$ cat src/rtl/bus_mig_resp_pkg.sv
// Shared types and constants for the bus_mig_resp line responder.
// Holds the FSM encoding, MIG command codes and line geometry.
package bus_mig_resp_pkg;

  typedef enum logic [2:0] {
    IDLE,
    WGATHER,
    WISSUE,
    RISSUE,
    RWAIT,
    RSTREAM
  } bmr_state_e;

  localparam logic [2:0] MIG_CMD_WRITE = 3'd0;
  localparam logic [2:0] MIG_CMD_READ  = 3'd1;

  localparam int LINE_BYTES = 16;
  localparam int LINE_OFS_W = $clog2(LINE_BYTES);

  // Saturating increment for the optional statistics counters.
  function automatic logic [31:0] sat_inc(input logic [31:0] value);
    return (&value) ? value : value + 32'd1;
  endfunction

endpackage

$ cat src/rtl/bus_mig_resp_line_buf.sv
// One cache line held as BEATS slots of data plus a per-byte mask, with a
// single beat index shared by the write-gather and read-stream paths.
module bus_mig_resp_line_buf #(
  parameter int BEATS  = 4,
  parameter int BEAT_W = 32,
  localparam int IDX_W  = $clog2(BEATS),
  localparam int STRB_W = BEAT_W / 8,
  localparam int LINE_W = BEATS * BEAT_W
) (
  input  logic              clk_core,
  input  logic              reset_n,
  input  logic              idx_clr,
  input  logic              beat_wr,
  input  logic              beat_adv,
  input  logic [BEAT_W-1:0] beat_wdata,
  input  logic [STRB_W-1:0] beat_wmask,
  input  logic              line_ld,
  input  logic [LINE_W-1:0] line_ldata,
  output logic [IDX_W-1:0]  idx,
  output logic [BEAT_W-1:0] beat_rdata,
  output logic [LINE_W-1:0] line_data,
  output logic [LINE_W/8-1:0] line_mask
);

  logic [BEAT_W-1:0] data_q [BEATS];
  logic [STRB_W-1:0] mask_q [BEATS];

  // NOTE: sequential state uses <= so every flop samples pre-edge values;
  // blocking = here would make the result depend on statement order.
  // NOTE: the slot array is reset because the MIG payload must read as zero
  // out of reset; a larger buffer would normally be left unreset.
  always_ff @(posedge clk_core or negedge reset_n) begin
    if (!reset_n) begin
      idx <= '0;
      for (int i = 0; i < BEATS; i++) begin
        data_q[i] <= '0;
        mask_q[i] <= '0;
      end
    end else begin
      if (line_ld) begin
        for (int i = 0; i < BEATS; i++) begin
          data_q[i] <= line_ldata[i*BEAT_W +: BEAT_W];
          mask_q[i] <= '0;
        end
      end else if (beat_wr) begin
        data_q[idx] <= beat_wdata;
        mask_q[idx] <= beat_wmask;
      end

      if (idx_clr) begin
        idx <= '0;
      end else if (beat_wr || beat_adv) begin
        idx <= idx + 1'b1;
      end
    end
  end

  assign beat_rdata = data_q[idx];

  // NOTE: assign every always_comb output a default first so no path
  // leaves it unassigned, which would infer a latch.
  always_comb begin
    line_data = '0;
    line_mask = '0;
    for (int i = 0; i < BEATS; i++) begin
      line_data[i*BEAT_W +: BEAT_W] = data_q[i];
      line_mask[i*STRB_W +: STRB_W] = mask_q[i];
    end
  end

endmodule

$ cat src/rtl/bus_mig_resp.sv
// Core-bus responder terminating line refills/writebacks on the MIG app port.
// Optional BUS_MIG_RESP_STATS_EN adds saturating stat_reads/stat_writes/stat_stall.
module bus_mig_resp
  import bus_mig_resp_pkg::*;
#(
  parameter int ADDR_W = 28,
  parameter int BEATS  = 4,
  parameter int BEAT_W = 32
) (
  input  logic              clk_core,
  input  logic              reset_n,
  input  logic              bus_cmd_valid,
  output logic              bus_cmd_ready,
  input  logic              bus_cmd_read,
  input  logic [31:0]       bus_cmd_addr,
  input  logic              bus_wvalid,
  output logic              bus_wready,
  input  logic [BEAT_W-1:0] bus_wdata,
  input  logic [3:0]        bus_wstrb,
  output logic              bus_rvalid,
  output logic [BEAT_W-1:0] bus_rdata,
  output logic              bus_rlast,
  output logic              bus_wdone,
  output logic [ADDR_W-1:0] app_addr,
  output logic [2:0]        app_cmd,
  output logic              app_en,
  input  logic              app_rdy,
  output logic [127:0]      app_wdf_data,
  output logic [15:0]       app_wdf_mask,
  output logic              app_wdf_wren,
  output logic              app_wdf_end,
  input  logic              app_wdf_rdy,
  input  logic [127:0]      app_rd_data,
  input  logic              app_rd_data_valid,
  input  logic              init_calib_complete
);

  localparam int IDX_W = $clog2(BEATS);

  bmr_state_e state_q, state_d;

  logic             cmd_done_q, wdf_done_q;
  logic             cmd_done_nx, wdf_done_nx;
  logic             cmd_fire, wbeat_fire, app_cmd_fire, wdf_fire;
  logic             idx_clr, beat_adv, line_ld, last_beat;
  logic [IDX_W-1:0] idx;
  logic [BEAT_W-1:0] beat_rdata;

  // Offset bits and address bits above the MIG range carry no meaning here.
  logic unused_addr_bits;
  assign unused_addr_bits = ^{bus_cmd_addr[31:ADDR_W], bus_cmd_addr[LINE_OFS_W-1:0]};

  assign cmd_fire     = bus_cmd_valid && bus_cmd_ready;
  assign wbeat_fire   = bus_wvalid && bus_wready;
  assign app_cmd_fire = app_en && app_rdy;
  assign wdf_fire     = app_wdf_wren && app_wdf_rdy;
  assign cmd_done_nx  = cmd_done_q || app_cmd_fire;
  assign wdf_done_nx  = wdf_done_q || wdf_fire;
  assign last_beat    = (idx == IDX_W'(BEATS - 1));
  assign idx_clr      = cmd_fire || line_ld;

  bus_mig_resp_line_buf #(
    .BEATS  (BEATS),
    .BEAT_W (BEAT_W)
  ) u_line_buf (
    .clk_core   (clk_core),
    .reset_n    (reset_n),
    .idx_clr    (idx_clr),
    .beat_wr    (wbeat_fire),
    .beat_adv   (beat_adv),
    .beat_wdata (bus_wdata),
    .beat_wmask (~bus_wstrb),
    .line_ld    (line_ld),
    .line_ldata (app_rd_data),
    .idx        (idx),
    .beat_rdata (beat_rdata),
    .line_data  (app_wdf_data),
    .line_mask  (app_wdf_mask)
  );

  always_ff @(posedge clk_core or negedge reset_n) begin
    if (!reset_n) state_q <= IDLE;
    else          state_q <= state_d;
  end

  always_comb begin
    state_d = state_q;
    case (state_q)
      IDLE:    if (cmd_fire) state_d = bus_cmd_read ? RISSUE : WGATHER;
      WGATHER: if (wbeat_fire && last_beat) state_d = WISSUE;
      WISSUE:  if (cmd_done_nx && wdf_done_nx) state_d = IDLE;
      RISSUE:  if (app_rdy) state_d = RWAIT;
      RWAIT:   if (app_rd_data_valid) state_d = RSTREAM;
      RSTREAM: if (last_beat) state_d = IDLE;
      default: state_d = IDLE;
    endcase
  end

  // Handshake strobes are decoded from registered state, so an asynchronous
  // reset clears app_en and app_wdf_wren without waiting for a clock.
  always_comb begin
    bus_cmd_ready = 1'b0;
    bus_wready    = 1'b0;
    bus_rvalid    = 1'b0;
    bus_rlast     = 1'b0;
    app_en        = 1'b0;
    app_wdf_wren  = 1'b0;
    line_ld       = 1'b0;
    beat_adv      = 1'b0;
    case (state_q)
      IDLE:    bus_cmd_ready = reset_n && init_calib_complete;
      WGATHER: bus_wready = 1'b1;
      WISSUE: begin
        app_en       = !cmd_done_q;
        app_wdf_wren = !wdf_done_q;
      end
      RISSUE:  app_en = 1'b1;
      RWAIT:   line_ld = app_rd_data_valid;
      RSTREAM: begin
        bus_rvalid = 1'b1;
        bus_rlast  = last_beat;
        beat_adv   = 1'b1;
      end
      default: ;
    endcase
  end

  assign app_wdf_end = app_wdf_wren;
  assign bus_rdata   = beat_rdata;

  // Command and write-data acceptance complete independently; bus_wdone
  // fires the cycle after whichever of the two finishes last.
  always_ff @(posedge clk_core or negedge reset_n) begin
    if (!reset_n) begin
      app_addr   <= '0;
      app_cmd    <= MIG_CMD_WRITE;
      cmd_done_q <= 1'b0;
      wdf_done_q <= 1'b0;
      bus_wdone  <= 1'b0;
    end else begin
      bus_wdone <= (state_q == WISSUE) && cmd_done_nx && wdf_done_nx;
      if (cmd_fire) begin
        app_addr   <= {bus_cmd_addr[ADDR_W-1:LINE_OFS_W], {LINE_OFS_W{1'b0}}};
        app_cmd    <= bus_cmd_read ? MIG_CMD_READ : MIG_CMD_WRITE;
        cmd_done_q <= 1'b0;
        wdf_done_q <= 1'b0;
      end else if (state_q == WISSUE) begin
        cmd_done_q <= cmd_done_nx;
        wdf_done_q <= wdf_done_nx;
      end
    end
  end

`ifdef BUS_MIG_RESP_STATS_EN
  logic [31:0] stat_reads, stat_writes, stat_stall;

  always_ff @(posedge clk_core or negedge reset_n) begin
    if (!reset_n) begin
      stat_reads  <= '0;
      stat_writes <= '0;
      stat_stall  <= '0;
    end else begin
      if (cmd_fire && bus_cmd_read) stat_reads  <= sat_inc(stat_reads);
      if (bus_wdone)                stat_writes <= sat_inc(stat_writes);
      if (app_en && !app_rdy)       stat_stall  <= sat_inc(stat_stall);
    end
  end
`else
`endif

  // Read data arriving with no read outstanding is dropped.
  rd_valid_only_in_rwait: assert property (
    @(posedge clk_core) disable iff (!reset_n)
    app_rd_data_valid |-> (state_q == RWAIT)
  );

endmodule

$ cat config.mk
export PLATFORM = sky130hd
export DESIGN_NAME = bus_mig_resp
export DESIGN_NICKNAME = d
export VERILOG_FILES = /design/src/rtl/bus_mig_resp_pkg.sv /design/src/rtl/bus_mig_resp_line_buf.sv /design/src/rtl/bus_mig_resp.sv
export SDC_FILE = /design/constraint.sdc
export NUM_CORES = 1
export LEC_CHECK = 0
export BUFFER_PORTS_ARGS = -buffer_cell sky130_fd_sc_hd__buf_2
export CORE_AREA = 2 2 165 167
export CTS_CLUSTER_DIAMETER = 100
export DETAILED_ROUTE_END_ITERATION = 8
export DIE_AREA = 0 0 167 169
export GPL_TIMING_DRIVEN = 0
export PLACE_DENSITY = 0.64
export SLEW_MARGIN = 20
export SYNTH_ARGS = -nofsm -noshare
export SYNTH_HDL_FRONTEND = slang
export SYNTH_SLANG_ARGS = --single-unit
$ cat constraint.sdc
create_clock -name clk_core -period 3.65 [get_ports clk_core]
set_input_delay 0.365 -clock clk_core [delete_from_list [all_inputs] [get_ports clk_core]]
set_output_delay 0.365 -clock clk_core [all_outputs]
set_load 0.005 [all_outputs]
* Yosys cells after proc, flatten, opt, wreduce, memory -nomap -nowiden
Cells that the tools add are included.
** Word-level totals
- Logic and storage cells :: 88
- Bits of input ports :: 205
- Output and inout bits :: 215
- Flip-flop bits (word level) :: 179
** Cells by class
- Reductions and logical operators :: 21
- Bitwise logic cells :: 2
- Order comparisons :: 2
- Add/subtract/negate cells :: 1
- Multiplexer cells :: 35
- Equal/unequal tests :: 12
** Operator list (number)
- 128-bit two-way mux :: 2
- 128-bit bitwise mux :: 1
- 32-bit two-way mux :: 3
- 32-bit binary-select mux with 2-bit select :: 1
- 32-bit demux with 2-bit select :: 1
- 16-bit two-way mux :: 2
- 3-bit two-way mux :: 6
- 3-bit one-hot mux with 6 select lines :: 1
- 16-bit bitwise mux :: 1
- 2-bit != test (second input constant) :: 6
- 1-bit two-way mux :: 11
- 1-bit logical AND :: 10
- 4-bit demux with 2-bit select :: 1
- 3-bit by 2-bit == test with 1-bit output (second input constant) :: 2
- 3-bit == test (second input constant) :: 2
- 2-bit two-way mux :: 3
- 6-bit AND reduction :: 1
- 2-bit nonzero test :: 3
- 1-bit logical OR :: 4
- 4-bit two-way mux :: 1
- 4-bit inverter :: 1
- 3-bit by 1-bit == test with 1-bit output (second input constant) :: 1
- 3-bit greater-or-equal comparator (second input constant) :: 1
- 3-bit zero test :: 1
- other kinds (6) :: 7

* Logic depth before layout (Yosys ltp)
- Depth in word-level cells :: 8
- Depth in mapped cells :: 8
- Depth with buffers taken out :: 5

* Cells and area by module
From an unflattened synthesis, not the netlist that was laid out.
** Unflattened totals
- Cell total of the unflattened synthesis :: 964
- Area, all modules :: 10127.2 um^2
** By module, submodules not included
- bus_mig_resp_line_buf :: sequential area each 3653.5 um^2, cells each 852, area an instance 8608.3 um^2, instances 1
- bus_mig_resp :: sequential area each 775.7 um^2, cells each 112, area an instance 1519.0 um^2, instances 1

* Worst setup path before layout
Ideal clock, no wire load.
- Path kind :: reg-to-reg
- From :: register u_line_buf.idx[0]
- To :: register u_line_buf.data_q (netlist bit u_line_buf.line_data[64])
- Data arrival time :: 1.657 ns
- Setup slack :: 1.860 ns
- Setup time :: 0.133 ns
- Stages on the path, launching flop included :: 9
- Path buffers :: 3
- Clock period less this slack :: 1.790 ns
- Required time :: 3.517 ns
- Cells stage by stage :: dfrtp_1 > buf_2 > buf_2 > inv_1 > ha_1 > nand2_2 > buf_4 > mux2i_1 > o21ai_0
** On the way
- Word-level cells in the longest chain between the ends :: 8
- Elaborated cells on any way between the ends :: 9
- Classes of those cells :: order compare (2); mux (5); bitwise (1); reduce/logical (1)
** Ends and longest elaborated chain
- start, declared :: line bus_mig_resp_line_buf.sv:19 : output logic [IDX_W-1:0] idx,
- start signal, assigned :: line bus_mig_resp_line_buf.sv:53 : idx <= idx + 1'b1;
- 2-bit inverter with 3-bit output (implied by the code) (*) :: line bus_mig_resp_line_buf.sv:46 : data_q[idx] <= beat_wdata;
- 3-bit greater-or-equal comparator (implied by the code) / 3-bit by 1-bit less-than comparator with 1-bit output (equally long branches) :: line bus_mig_resp_line_buf.sv:46
- 1-bit logical AND (implied by the code) :: line bus_mig_resp_line_buf.sv:46
- 32-bit two-way mux (implied by the code) :: line bus_mig_resp_line_buf.sv:46
- 32-bit demux with 2-bit select (*) :: line bus_mig_resp_line_buf.sv:46
- 128-bit bitwise mux (*) :: line bus_mig_resp_line_buf.sv:46
- 128-bit two-way mux (*) :: line bus_mig_resp_line_buf.sv:45 : end else if (beat_wr) begin
- 128-bit two-way mux (*) :: line bus_mig_resp_line_buf.sv:40 : if (line_ld) begin
- end signal, assigned by index :: line bus_mig_resp_line_buf.sv:42 : data_q[i] <= line_ldata[i*BEAT_W +: BEAT_W];
- end signal, assigned by index :: line bus_mig_resp_line_buf.sv:46
- end, declared :: line bus_mig_resp_line_buf.sv:25 : logic [BEAT_W-1:0] data_q [BEATS];
Mark *: on every way between the ends. The rest lies on a longest branch, timed or not. The select of a mux whose other input is x is not followed.
A chain may end at the register's enable or synchronous reset.

* Worst setup path in the final report
- From :: register u_line_buf.idx[1]
- To :: output bus_rdata[24]
** On the way
- Word-level cells in the longest chain between the ends :: 4
** Ends and longest elaborated chain
- 2-bit inverter with 3-bit output (implied by the code) :: line bus_mig_resp_line_buf.sv:58 : assign beat_rdata = data_q[idx];
- 32-bit binary-select mux with 2-bit select :: line bus_mig_resp_line_buf.sv:58
- 32-bit two-way mux (implied by the code) (2 in series) :: line bus_mig_resp_line_buf.sv:58
- end, declared :: line bus_mig_resp.sv:21 : output logic [BEAT_W-1:0] bus_rdata,
No other way between the ends. The select of a mux whose other input is x is not followed.

==> results.txt <==
The run finished with clean final reports. Internal power comes to 5.98 mW. The clock skew after layout is 0.0183 ns.

Measured against its own limit, the worst slew margin works out to 37.3%. The worst setup path is of the reg2out kind. The synthesized design contains 0 enable-type register cells. The largest total area in the synthesized netlist belongs to dfrtp_1.

After synthesis the cells add up to 8850 µm². After synthesis, the netlist uses 41 different library cells. The global router's overall resource usage came out at 23.5%. For this run, design rule violations remaining after detail routing come to 0.

The total of fill cells in the finished design came out at 2621. Sorting the synthesized cells by area gives the leading types as dfrtp_1 (50%), mux2i_1 (14%), mux4_2 (8.1%), o21ai_0 (7.4%), nand2_1 (6.2%). The clock network is responsible for 19.2% of the overall power. The min-delay analysis places its worst path in the category in2reg.

The initial antenna violation count came out at 0. The total die area is 28200 µm². For this run, the top clock speed supported by timing is 334 MHz. The average size of a mapped cell came out at 11.2 µm². The highest ir drop seen on vdd is 0.358 mV. The top-area cell type share of the netlist area is 50.1%.

The CTS buffer count is 17. Counting flops with an async set or reset pin after synthesis yields a share of 100%. The vias after detailed routing is 8017. The clock tree buffer depth came out at 2. The area used by multi-input combinational logic came out at 4040 µm². The overall overflow remaining after global route is 0. Setup repair after global routing left no endpoint under its margin. The data arrival time of the worst path came out at 2.63 ns. The share of layout cells above drive strength 1 came out at 43.8%.

The switching power is 3.65 mW. The number of nets in the layout is 1433. The hold path depth is 3. STA classifies the critical path endpoint as an output port. In this run switching power makes up 37.9% of total power. The clock sink count came out at 177. The tightest hold path in the finished design has a slack of 0.137 ns.

The cell sitting at the root of the clock tree is a clkbuf_16. The post-synthesis sequential area ratio came out at 50.1%. In this run, synthesis produced a sequential element count of 177. The number of design-rule violations left by the first detailed-router iteration came out at 514. In this run the vertical extent of the chip is 169 µm. The length in cells of the worst reg-to-reg path is 8. The slowest stage of the critical path belongs to the cell clkbuf_1. The measured slew at the worst slew-check pin is 0.940 ns.

From left edge to right edge, the die measures 167 µm. The pre-CTS setup slack is 0.805 ns. The instance count of the mapped netlist is 793. The maximum fanout encountered on the critical timing path is 10. The global-route wire length before repair is 50100 µm. The final-report max-slew violation count came out at 0.

The number of maximum-capacitance violations is 0. Once the floorplan was initialized, standard cells occupied 33.4% of the core. The pin count of the biggest net entering global routing is 95. In this run, placement finished with an instance count of 1545. The average wire length per cell after detail routing is 21.5 µm. The final weighted congestion in routability-driven placement came out at 0.827.

In this run the number of H-tree levels came out at 4. The power density over the cells came out at 806 nW/µm². Sorting the synthesized cells by how often they occur yields dfrtp_1 (177), nand2_1 (146), o21ai_0 (130). The number of top-level pins is 420. The signal on the critical path passes through clkbuf_1 -> clkbuf_1 -> mux4_2 -> buf_2. In this run the standard cell core region covers 26500 µm².

Summed over all cells, the static leakage comes to 6.46 nW. STA puts the critical path data required time at 3.28 ns. The post-CTS setup buffer count is 0. The part of the power in registers is 37.9%. The final setup violation count came out at 0.

The estimated wirelength of the detail-placed design came out at 25100 µm. The final worst-path setup slack is 0.652 ns. The clock tree from TritonCTS is done. The final antenna diode count came out at 0. The most frequent cell on the critical path is clkbuf_1. The length of the first detailed-routing pass in iterations is 5.

The clock period minus final worst setup slack is 3.00 ns. The portion of total power attributed to combinational logic came out at 42.8%. The startpoint type of the worst setup path is a flop. The final-report hold violation count was 0. The per-cell via count in the routed design is 5.08. The total detailed-routing wirelength is 33800 µm. The later-pin clock latency in the skew report came out at 0.43 ns. The slack of the worst reg-to-reg path came out at 1.13 ns. The count of warnings emitted by yosys is 0. The number of global-route vias before repair is 8108. The clock-pin slew of the registers on the worst-case setup and hold paths is 0.08 ns. After floorplanning, the core was divided into 60 placement rows. The number of standard cells in the final layout excluding fillers came out at 1578. The final period utilization came out at 82.1%.

The critical path's largest stage delay came out at 0.76 ns. The most used flip-flop cell after synthesis is dfrtp_1. The post-detailed-route count of antenna-violating nets is 0.

The sequential cells in the finished layout cover a total of 4430 µm². The signed area change from the synthesized netlist to the final layout came out at 35.1%. The count of input and output buffers came out at 405. dfrtp_1 is the most common cell in the netlist. The end-of-flow core utilization came out at 45.1%.
==> layer usage <==
layer	global-route usage, %	part of all wire, %
met1	29.9	41
met2	40.6	50
met3	5.40	7.0
met4	5.85	1.8
met5	0	0
==> power groups by stage <==
stage	Clock [mW]	Sequential [mW]	Combinational (mW)
global placement	0	3.63	4.09
floorplan	0	3.58	2.07
global route	1.98	3.77	4.55
detailed placement	0	3.68	4.18
CTS	1.90	3.65	4.19
finish	1.85	3.65	4.13
==> path summary, 6_finish.rpt <==
| path | from | end |
|---|---|---|
| max reg2reg | u_line_buf.idx[0] | u_line_buf.line_data[26] |
| max in group asynchronous | reset_n | state_q[0] |
| max | u_line_buf.idx[1] | bus_rdata[24] |
| min in group asynchronous | reset_n | u_line_buf.line_data[10] |
| min | app_rd_data[112] | u_line_buf.line_data[112] |
| min reg2reg | app_addr[26] | app_addr[26] |
==> timing repair <==
item,CTS,global route
hold buffers,1,0
hold endpoints to repair,82,0
resized for setup,0,0
==> flip-flops by register name, summed over array words and instances, names as in the netlist <==
register,count
wdf_done_q,1
u_line_buf.line_data,128
app_addr,24
u_line_buf.line_mask,16
app_cmd,1
state_q,3
u_line_buf.idx,2
cmd_done_q,1
bus_wdone,1
==> stage by stage <==
step / power [mW] / setup TNS [ns] / instance area (µm²)
after floorplan: 5.64 / 0 / 8860
after global placement: 7.72 / -201.59 / 11300
after detailed placement: 7.86 / 0 / 11400
after CTS: 9.74 / 0 / 12000
after global routing: 10.3 / 0 / 12000
final: 9.64 / 0 / 12000
==> cell type report <==
| type | count | area share [%] |
|---|---|---|
| buffer | 67 | 3.17 |
| tap | 341 | 3.57 |
| clock buffer | 19 | 3.79 |
| sequential | 177 | 37.1 |
| clock inverter | 13 | 1.11 |
| timing repair buffer | 407 | 17.4 |
| multi-input combinational | 550 | 33.8 |
| inverter | 4 | 0.126 |
==> cells in the final DEF, fill, tap and decap left out, types with 2 or more instances in the layout <==
| cell type | netlist | final |
|---|---|---|
| o21ai_0 | 130 | 130 |
| mux2i_1 | 128 | 128 |
| buf_6 | 2 | 2 |
| conb_1 | 1 | 6 |
| nand2_1 | 146 | 146 |
| nor2_1 | 10 | 10 |
| buf_2 | 12 | 416 |
| inv_1 | 4 | 4 |
| clkbuf_16 | 0 | 17 |
| or2_0 | 16 | 16 |
| clkbuf_1 | 27 | 27 |
| nor2b_1 | 3 | 3 |
| inv_6 | 0 | 6 |
| nor3b_1 | 3 | 3 |
| ha_1 | 4 | 4 |
| o2bb2ai_1 | 2 | 2 |
| buf_4 | 26 | 26 |
| nand2_2 | 4 | 4 |
| mux2_2 | 24 | 24 |
| clkbuf_8 | 0 | 2 |
| inv_8 | 0 | 3 |
| clkinv_8 | 0 | 2 |
| nand3b_1 | 2 | 2 |
| dfrtp_1 | 177 | 177 |
| a21oi_1 | 20 | 20 |
| mux4_2 | 32 | 32 |
==> cell families (layout without fill, tap and decap cells) <==
| family | Yosys count | after routing | share of synthesized area [%] |
|---|---|---|---|
| AO/OA/AOI/OAI | 160 | 160 | 9.38 |
| other | 1 | 6 | 0.0424 |
| AND/OR/NAND/NOR | 195 | 195 | 9.67 |
| flip-flops | 177 | 177 | 50.1 |
| adder cells (fa/ha/maj) | 4 | 4 | 0.566 |
| multiplexers | 185 | 185 | 25.8 |
| buffers and inverters | 71 | 510 | 4.46 |
==> worst max-delay path: cells and delay by family, from the launching register on <==
| kind | cells | cell delay, ns |
|---|---|---|
| mux | 1 | 0.46 |
| buf+inv | 3 | 1.37 |
| flops | 1 | 0.37 |
Power figures use the tool's default switching activity.
